===== config.mk =====
export PLATFORM = sky130hd
export DESIGN_NAME = gcd_arbiter_flat
export DESIGN_NICKNAME = d
export VERILOG_FILES = /design/src/rtl/gcd_arbiter_if.sv /design/src/rtl/gcd_arbiter.sv /design/src/flat_wrapper.sv
export SDC_FILE = /design/constraint.sdc
export NUM_CORES = 1
export LEC_CHECK = 0
export CAP_MARGIN = 20
export CORE_UTILIZATION = 35
export DETAILED_ROUTE_END_ITERATION = 10
export MAX_ROUTING_LAYER = met4
export PLACE_DENSITY = 0.7
export SKIP_CTS_REPAIR_TIMING = 1
export SLEW_MARGIN = 20
export SYNTH_ARGS = -nofsm -noshare
export SYNTH_HDL_FRONTEND = slang
export SYNTH_SLANG_ARGS = --single-unit

===== constraint.sdc =====
create_clock -name clk -period 3.6 [get_ports clk]
set_clock_uncertainty 0.05 [all_clocks]
set_input_delay 0.72 -clock clk [delete_from_list [all_inputs] [get_ports clk]]
set_output_delay 0.72 -clock clk [all_outputs]
set_load 0.01 [all_outputs]

===== src/rtl/gcd_arbiter_if.sv =====
// Requester-side bus of the GCD arbiter.
//   req     : per-requester request level
//   xi_bus  : packed x operands, requester i at [i*NBits +: NBits]
//   yi_bus  : packed y operands, same packing
//   done    : one-hot, one-cycle completion pulse
//   res     : result, valid while any done bit is high
//   err     : watchdog-abort flag, coincident with done
//   busy    : arbiter not idle
// slave modport = arbiter side, master modport = requester side.
interface gcd_arbiter_if #(
  parameter int NBits = 8,
  parameter int NReq  = 4
);
  logic [NReq-1:0]       req;
  logic [NReq*NBits-1:0] xi_bus;
  logic [NReq*NBits-1:0] yi_bus;
  logic [NReq-1:0]       done;
  logic [NBits-1:0]      res;
  logic                  err;
  logic                  busy;

  modport slave  (input  req, xi_bus, yi_bus, output done, res, err, busy);
  modport master (output req, xi_bus, yi_bus, input  done, res, err, busy);
endinterface


===== src/rtl/gcd_arbiter.sv =====
// Round-robin scheduler sharing one GCD engine between NReq requesters.
// Grants a pending request, loads its operands into the engine, runs the
// engine start/rdy handshake and returns the result with a one-cycle done
// pulse. A watchdog aborts (and resets) the engine after MaxCycles in RUN.
//   clk, rst      : clock, asynchronous active-low reset
//   bus           : requester interface (slave modport)
//   eng_xi/eng_yi : operands to engine
//   eng_start     : engine start (low = load, high = compute)
//   eng_rst       : engine reset, active-high
//   eng_xo/eng_rdy: engine result / result valid
module gcd_arbiter #(
  parameter int NBits     = 8,
  parameter int NReq      = 4,
  parameter int MaxCycles = 1024
) (
  input  logic             clk,
  input  logic             rst,
  gcd_arbiter_if.slave     bus,
  output logic [NBits-1:0] eng_xi,
  output logic [NBits-1:0] eng_yi,
  output logic             eng_start,
  output logic             eng_rst,
  input  logic [NBits-1:0] eng_xo,
  input  logic             eng_rdy
);
  localparam int IdW = $clog2(NReq);
  localparam int WdW = $clog2(MaxCycles);

  typedef enum logic [1:0] {IDLE, LOAD, RUN, DONE} state_t;

  state_t           state, state_n;
  logic [IdW-1:0]   id, id_n, rr, rr_n;
  logic [WdW-1:0]   wd, wd_n;
  logic [NBits-1:0] xi_n, yi_n, res_q, res_n;
  logic [NReq-1:0]  done_q, done_n;
  logic             err_q, err_n, busy_q, busy_n, start_n, erst_n;

  logic             found;
  logic [IdW-1:0]   win;
  logic [NBits-1:0] xsel, ysel;

  assign bus.done = done_q;
  assign bus.res  = res_q;
  assign bus.err  = err_q;
  assign bus.busy = busy_q;

  // First pending request searching upward from rr+1 with wrap-around,
  // plus the operand slices of the winner.
  always_comb begin : pick
    int unsigned    j;
    logic [IdW-1:0] c;
    found = 1'b0;
    win   = '0;
    j     = 0;
    c     = '0;
    xsel  = '0;
    ysel  = '0;
    for (int unsigned k = 1; k <= NReq; k++) begin
      j = (32'(rr) + k) % 32'(NReq);
      c = IdW'(j);
      if (!found && bus.req[c]) begin
        found = 1'b1;
        win   = c;
      end
    end
    for (int unsigned k = 0; k < NReq; k++) begin
      if (IdW'(k) == win) begin
        xsel = bus.xi_bus[k*NBits +: NBits];
        ysel = bus.yi_bus[k*NBits +: NBits];
      end
    end
  end

  // Every output is a register; next values are computed here.
  always_comb begin
    state_n = state;
    id_n    = id;
    rr_n    = rr;
    wd_n    = wd;
    xi_n    = eng_xi;
    yi_n    = eng_yi;
    res_n   = res_q;
    done_n  = '0;
    err_n   = 1'b0;
    start_n = 1'b0;
    erst_n  = 1'b0;
    case (state)
      IDLE: begin
        if (found) begin
          id_n    = win;
          xi_n    = xsel;
          yi_n    = ysel;
          state_n = LOAD;
        end
      end
      LOAD: begin
        start_n = 1'b1;
        wd_n    = '0;
        state_n = RUN;
      end
      RUN: begin
        start_n = 1'b1;
        wd_n    = wd + 1'b1;
        if (eng_rdy) begin
          res_n      = eng_xo;
          done_n[id] = 1'b1;
          start_n    = 1'b0;
          state_n    = DONE;
        end else if (wd == WdW'(MaxCycles - 1)) begin
          res_n      = '0;
          done_n[id] = 1'b1;
          err_n      = 1'b1;
          erst_n     = 1'b1;
          start_n    = 1'b0;
          state_n    = DONE;
        end
      end
      DONE: begin
        rr_n    = id;
        state_n = IDLE;
      end
      default: state_n = IDLE;
    endcase
    busy_n = (state_n != IDLE);
  end

  always_ff @(posedge clk or negedge rst) begin
    if (!rst) begin
      state     <= IDLE;
      id        <= '0;
      rr        <= IdW'(NReq - 1);
      wd        <= '0;
      eng_xi    <= '0;
      eng_yi    <= '0;
      res_q     <= '0;
      done_q    <= '0;
      err_q     <= 1'b0;
      busy_q    <= 1'b0;
      eng_start <= 1'b0;
      eng_rst   <= 1'b1;
    end else begin
      state     <= state_n;
      id        <= id_n;
      rr        <= rr_n;
      wd        <= wd_n;
      eng_xi    <= xi_n;
      eng_yi    <= yi_n;
      res_q     <= res_n;
      done_q    <= done_n;
      err_q     <= err_n;
      busy_q    <= busy_n;
      eng_start <= start_n;
      eng_rst   <= erst_n;
    end
  end
endmodule


===== src/flat_wrapper.sv =====
// flat-port wrapper written by rule: the top's interface ports become plain ports
module gcd_arbiter_flat 
#(
  parameter int NBits     = 8,
  parameter int NReq      = 4,
  parameter int MaxCycles = 1024
)
  (clk, rst, eng_xi, eng_yi, eng_start, eng_rst, eng_xo, eng_rdy, bus_req, bus_xi_bus, bus_yi_bus, bus_done, bus_res, bus_err, bus_busy);
  gcd_arbiter_if #(.NBits(NBits), .NReq(NReq)) bus_i ();
  input  logic clk;
  input  logic rst;
  output logic [NBits-1:0] eng_xi;
  output logic [NBits-1:0] eng_yi;
  output logic eng_start;
  output logic eng_rst;
  input  logic [NBits-1:0] eng_xo;
  input  logic eng_rdy;
  input wire logic [$bits(bus_i.req)-1:0] bus_req;
  input wire logic [$bits(bus_i.xi_bus)-1:0] bus_xi_bus;
  input wire logic [$bits(bus_i.yi_bus)-1:0] bus_yi_bus;
  output wire logic [$bits(bus_i.done)-1:0] bus_done;
  output wire logic [$bits(bus_i.res)-1:0] bus_res;
  output wire logic [$bits(bus_i.err)-1:0] bus_err;
  output wire logic [$bits(bus_i.busy)-1:0] bus_busy;
  assign bus_i.req = bus_req;
  assign bus_i.xi_bus = bus_xi_bus;
  assign bus_i.yi_bus = bus_yi_bus;
  assign bus_done = bus_i.done;
  assign bus_res = bus_i.res;
  assign bus_err = bus_i.err;
  assign bus_busy = bus_i.busy;
  gcd_arbiter #(.NBits(NBits), .NReq(NReq), .MaxCycles(MaxCycles)) u_core (.clk(clk), .rst(rst), .bus(bus_i), .eng_xi(eng_xi), .eng_yi(eng_yi), .eng_start(eng_start), .eng_rst(eng_rst), .eng_xo(eng_xo), .eng_rdy(eng_rdy));
endmodule

==> results.py, run 1 <==
metrics = {
    "critical_path": {
        "critPathCaptureType": "register",
        "timing.reg2reg.setup_slack_ps": 1520,
        "crit_type": "in -> reg",
        "slowest_stage": "clkdlybuf4s50_1",
        "crit_path_start_kind": "input pin",
        "worstSetupStartpoint": "bus_req[1]",
        "arrival_ps": 2640,
        "worstReg2RegStart": "u_core.rr[1]",
        "r2r.worst_path.cells": 6,
        "timing.critical_path.fanout_max": 12,
        "worstPathRequired_ps": 3720,
        "critical_path.reg2reg.endpoint": "u_core.eng_yi[5]",
        "timing.critical_path.cells": "clkdlybuf4s50_1 -> nor4_1 -> nand2b_1 -> or2_1 -> buf_4 -> o221ai_1",
        "crit_path_max_incr_delay_ps": 450,
    },
    "floorplanning": {
        "dieArea_mm2": 0.00765,
        "die_w_um": 87.4,
        "placeable_core_region_mm2": 0.00691,
        "start_util": 0.370,
        "floorplan.io_pins": 111,
        "die-height_um": 87.4,
        "row_count": 30,
    },
    "placed_design": {
        "place.port_buffers": 110,
        "dp_slack_ps": 691,
        "dpl.hpwl_um": 4860,
        "place.detailed.instances": 424,
        "gp_congestion": 0.765,
    },
    "timing": {
        "unrepaired_setup_endpoints_after_global_routing": "no",
        "slew_violations": 0,
        "timing.final.crit_share": 0.699,
        "fin_crit_ps": 2520,
        "max_freq_mhz": 397,
        "timing.final.hold_violations": 0,
        "tightest_slew_margin_relative_to_the_limit": 0.602,
        "actual_slew_at_the_worst_max_slew_pin_ps": 597,
        "worst_slack_ps": 1080,
        "final.setup.tns_ps": 0,
        "setup-violations-final": 0,
    },
    "clock_network": {
        "cts_htree_levels": 2,
        "clock_insertion_delay_worst_skew_ps": 300,
        "cts_root_buffer": "clkbuf_8",
        "tritoncts_num_sinks": 48,
        "clk_transition_reported_paths_ps": 90,
        "num_cts_buffers": 5,
        "clock_path_buffers": 2,
        "cts_tree": "yes",
    },
    "detailed_routing": {
        "avgRoutedWirePerCell_um": 14.5,
        "route.detailed.drc": 0,
        "first_pass_iters": 4,
        "dr_total_vias": 2108,
        "drt.antenna.violating_nets": 0,
        "postRouteWirelength_um": 6270,
        "via_per_inst": 4.88,
        "drtIter0Drc": 69,
    },
    "yosys": {
        "syn_area_mm2": 0.00255,
        "synth-async-reset-ratio": 1.00,
        "ys_warn_count": 0,
        "synth.top_cell.area_share": 0.441,
        "post_synth_edffs": 0,
        "synthFlopType": "dfrtp_1",
        "syn_avg_cell_area_um2": 11.3,
        "post_synth_main_area_contributors": "dfrtp_1 44%, mux2i_1 13%, o221ai_2 5.3%, nand2_1 4.7%, a22o_1 3.4%",
        "post-synth-top-area-cell": "dfrtp_1",
        "synth.ff_latch_count": 48,
        "post_synth_inst_count": 226,
        "synth_cell_types": 41,
        "synth-seq-area-share": 0.472,
        "synthesis.nets": 311,
    },
    "global_routing": {
        "number_of_antenna_violations_at_the_first_check_in_global_routing": 0,
        "vias_in_the_first_global_route": 2087,
        "gr-usage-all-layers": 0.170,
        "first_pass_grt_wire_length_um": 9910,
        "global_route.overflow_total": 0,
        "grt_start_max_net_pins": 49,
    },
    "min_path": {
        "hold_path.class": "in -> async",
    },
    "finish": {
        "design.final.nets": 420,
        "synthToLayoutAreaGrowth_pct": 49.3,
        "number_of_standard_cells_in_the_layout_taps_in_and_fillers_out": 432,
        "antenna_cells_inserted": 0,
        "drive_above_1_share": 0.0982,
    },
    "pwr": {
        "power.leakage_nw": 1.62,
        "irDropWorstVdd_uv": 338,
        "totalPowerFinal_w": 0.00258,
        "power_density_over_the_cells_mw_per_mm2": 676,
    },
    "job": {
        "timing.max_cap.violations": 0,
    },
    "outcome": {
        "status": "finished, final reports clean",
    },
}
-- worst max-delay path by stage --
stage                             endpoint  slack [ps]
after detailed placement  u_core.eng_yi[0]         690
after floorplan           u_core.eng_xi[0]        1670
after global routing      u_core.eng_yi[6]         910
after global placement    u_core.eng_yi[0]         820
final                     u_core.eng_yi[5]        1080
after CTS                 u_core.eng_yi[0]        1020
-- sequential cells by signal (all words and copies together), names as in the netlist --
name / flops
u_core.eng_start: 1
u_core.eng_xi: 8
u_core.bus.busy: 1
u_core.bus.res: 8
u_core.rr: 2
u_core.state: 2
u_core.id: 2
u_core.eng_rst: 1
u_core.wd: 10
u_core.bus.done: 4
u_core.eng_yi: 8
u_core.bus.err: 1
-- power breakdown --
part | leakage [nW] | switching (W) | internal, W
logic | 0.961 | 0.000633 | 0.000684
clock network | 0.0548 | 0.000186 | 0.000209
registers | 0.608 | 0.000127 | 0.000740
-- cell usage in the layout (no fill, tap or decap), types with 4 or more instances in the layout --
cell type	netlist	final
nand2_1	32	32
nor2_1	9	9
ha_1	6	6
nand3_1	5	5
o221ai_2	9	9
clkdlybuf4s50_1	0	109
dfrtp_1	45	45
o21ai_0	8	8
a21oi_1	4	4
buf_4	3	5
o221ai_1	7	7
a22o_1	10	10
inv_1	9	9
mux2i_1	34	34
clkbuf_8	0	5
nand2b_1	4	4
-- layout make-up --
type                            instances  area (µm²)
Sequential cell                        48        1200
Inverter                                9        33.8
Multi-Input combinational cell        157        1210
Timing Repair Buffer                  114        1130
Fill cell                             636        3090
Tap cell                               96         120
Clock buffer                            5        68.8
Clock inverter                          3        46.3
-- logic make-up (layout without fill, tap and decap cells) --
kind of cell               count (synthesis)  after routing  share of synthesized area
AOI/OAI and AO/OA                         47             47                      0.170
adders and majority gates                  6              6                     0.0294
xor gates and xnor gates                   2              2                    0.00686
and+or+nand+nor                           66             66                      0.125
muxes                                     36             36                      0.142
DFF                                       48             48                      0.472
buffers and inverters                     21            131                     0.0544
-- cell usage after synthesis (all sizes together), types with 3 or more instances --
cell    count
nand2      33
nor3b       3
nand2b      4
a22o       10
dfrtp      45
dfstp       3
clkbuf      3
nor3        3
o221ai     16
buf         9
o21ai       9
nor2        9
a21oi       5
nand3       6
inv         9
ha          6
mux2i      34
-- routing by layer --
metal,part of all wire,GRT usage,wire [µm]
met1,0.42,0.201,2620
met5,0,-,0
met2,0.50,0.299,3130
met4,0.0051,0.0313,32
met3,0.077,0.0351,485
-- critical path: cells and delay by family --
family | cells | cell delay [ps]
AO/OA/AOI/OAI | 1 | 150
AND/OR/NAND/NOR | 3 | 1030
buffers and inverters | 2 | 720
-- through the flow --
step                      utilization  hold slack (ps)  cell area [µm²]
after global placement          0.535              420             3700
final                           0.552              370             3810
after CTS                       0.552              447             3810
after detailed placement        0.535              426             3700
after floorplan                     -              374             2550
after global routing            0.552              401             3810
Power figures use the tool's default switching activity.
==> run 2, diff against run 1 <==
==> constraint.sdc (replaced) <==
create_clock -name clk -period 2.6 [get_ports clk]
set_clock_uncertainty 0.05 [all_clocks]
set_input_delay 0.52 -clock clk [delete_from_list [all_inputs] [get_ports clk]]
set_output_delay 0.52 -clock clk [all_outputs]
set_load 0.01 [all_outputs]
==> results.py, run 2 (same netlist as run 1, synthesis figures left out) <==
metrics = {
    "outcome": {
        "status": "finished, final reports clean",
    },
    "floorplanning": {
        "die_w_um": 87.4,
        "placeable_core_region_mm2": 0.00691,
        "start_util": 0.370,
        "die-height_um": 87.4,
        "row_count": 30,
        "floorplan.io_pins": 111,
        "dieArea_mm2": 0.00765,
    },
    "global_routing": {
        "grt_start_max_net_pins": 49,
        "number_of_antenna_violations_at_the_first_check_in_global_routing": 0,
        "first_pass_grt_wire_length_um": 10100,
        "global_route.overflow_total": 0,
        "gr-usage-all-layers": 0.173,
        "vias_in_the_first_global_route": 2174,
    },
    "critical_path": {
        "critPathCaptureType": "register",
        "arrival_ps": 2140,
        "worstPathRequired_ps": 2710,
        "crit_type": "in -> reg",
        "crit_path_start_kind": "input pin",
        "timing.critical_path.fanout_max": 16,
    },
    "clock_network": {
        "cts_htree_levels": 2,
        "cts_root_buffer": "clkbuf_8",
        "num_cts_buffers": 5,
        "clk_transition_reported_paths_ps": 80,
        "tritoncts_num_sinks": 48,
        "clock_insertion_delay_worst_skew_ps": 290,
        "cts_tree": "yes",
        "clock_path_buffers": 2,
    },
    "min_path": {
        "hold_path.class": "in -> async",
    },
    "placed_design": {
        "gp_congestion": 0.717,
        "dpl.hpwl_um": 4750,
        "place.port_buffers": 110,
    },
    "pwr": {
        "totalPowerFinal_w": 0.00352,
        "combPwrFrac": 0.530,
        "p_switching_w": 0.00129,
        "p_int_w": 0.00223,
        "sequentialPowerShare": 0.343,
        "power_density_over_the_cells_mw_per_mm2": 920,
        "switching_share": 0.367,
        "clock_power_share": 0.128,
        "power.leakage_nw": 1.64,
        "irDropWorstVdd_uv": 427,
    },
    "finish": {
        "commonest_non_fill_non_tap_cell_in_the_layout": "clkdlybuf4s50_1",
        "final_cell_mix": "109 x clkdlybuf4s50_1, 45 x dfrtp_1, 34 x mux2i_1",
        "design.final.nets": 424,
        "largest-register": "u_core.wd",
        "drive_above_1_share": 0.103,
        "largest_register_ffs": 10,
        "antenna_cells_inserted": 0,
        "synthToLayoutAreaGrowth_pct": 49.9,
    },
    "detailed_routing": {
        "first_pass_iters": 6,
        "drtIter0Drc": 68,
        "dr_total_vias": 2117,
        "postRouteWirelength_um": 6340,
        "via_per_inst": 4.86,
        "drt.antenna.violating_nets": 0,
        "avgRoutedWirePerCell_um": 14.5,
        "route.detailed.drc": 0,
    },
    "timing": {
        "setup-violations-final": 0,
        "final.setup.tns_ps": 0,
        "slew_violations": 0,
        "unrepaired_setup_endpoints_after_global_routing": "no",
        "actual_slew_at_the_worst_max_slew_pin_ps": 614,
        "timing.final.hold_violations": 0,
        "tightest_slew_margin_relative_to_the_limit": 0.591,
        "fin_crit_ps": 2030,
        "max_freq_mhz": 493,
        "timing.final.crit_share": 0.781,
    },
    "job": {
        "timing.max_cap.violations": 0,
    },
}
## run 2: cell types whose count changed in the layout (fill, tap and decap cells not counted)
cell        previous run  this run
buf_12                 0         1
buf_2                  0         1
buf_4                  5         7
bufinv_16              1         0
clkbuf_1               0         2
clkbuf_8               5         6
clkinvlp_4             1         0
inv_6                  1         0
## run 2: final timing paths
kind                             startpoint           endpoint  slack (ps)  depth (start not counted)
setup / recovery                 bus_req[1]   u_core.eng_yi[0]         570                          6
hold / removal                          rst  u_core.bus.res[6]         270                          2
setup reg to reg               u_core.wd[0]  u_core.bus.res[5]         590                          5
hold reg to reg            u_core.eng_yi[4]   u_core.eng_yi[4]         440                          2
max in group asynchronous               rst   u_core.eng_xi[6]        1820                          2
min in group clk           u_core.eng_yi[4]   u_core.eng_yi[4]         440                          2
## run 2: stage by stage
stage / util / area [µm²] / cells / worst slack, ps / hold slack (ps)
3_5_place_dp: 0.541 / 3740 / 428 / 234 / 422
2_1_floorplan: - / 2550 / 226 / 869 / 174
3_3_place_gp: 0.541 / 3740 / 428 / 296 / 419
6_report: 0.554 / 3830 / 436 / 570 / 268
5_1_grt: 0.554 / 3830 / 436 / 432 / 326
4_1_cts: 0.554 / 3830 / 436 / 549 / 281
## run 2: layout make-up
class	instances	area (µm²)
Clock buffer	8	90.1
Fill cell	631	3080
Inverter	9	33.8
Tap cell	96	120
Multi-Input combinational cell	157	1210
Timing Repair Buffer	118	1170
Sequential cell	48	1200
## run 2: worst max-delay path, cell delays in order
cell	delay, ps
clkdlybuf4s50_1	460
nor4_1	400
nand2b_1	240
nand2b_1	120
buf_4	250
o221ai_1	150
## run 2: power by group through the flow
| stage | Sequential (W) | Clock [W] | Combinational [W] |
|---|---|---|---|
| final | 0.00121 | 0.000449 | 0.00187 |
| after detailed placement | 0.00122 | 0 | 0.00189 |
| after global placement | 0.00122 | 0 | 0.00185 |
| after global routing | 0.00125 | 0.000494 | 0.00205 |
| after CTS | 0.00121 | 0.000465 | 0.00189 |
| after floorplan | 0.00128 | 0 | 0.00108 |
## run 2: layer usage
metal / vias up / global-route usage / part of all wire
met5: - / - / 0
met4: 0 / 0.0417 / 0.0090
met3: 7 / 0.0436 / 0.080
met2: 82 / 0.295 / 0.48
met1: 981 / 0.205 / 0.44
li1: 1047 / - / -
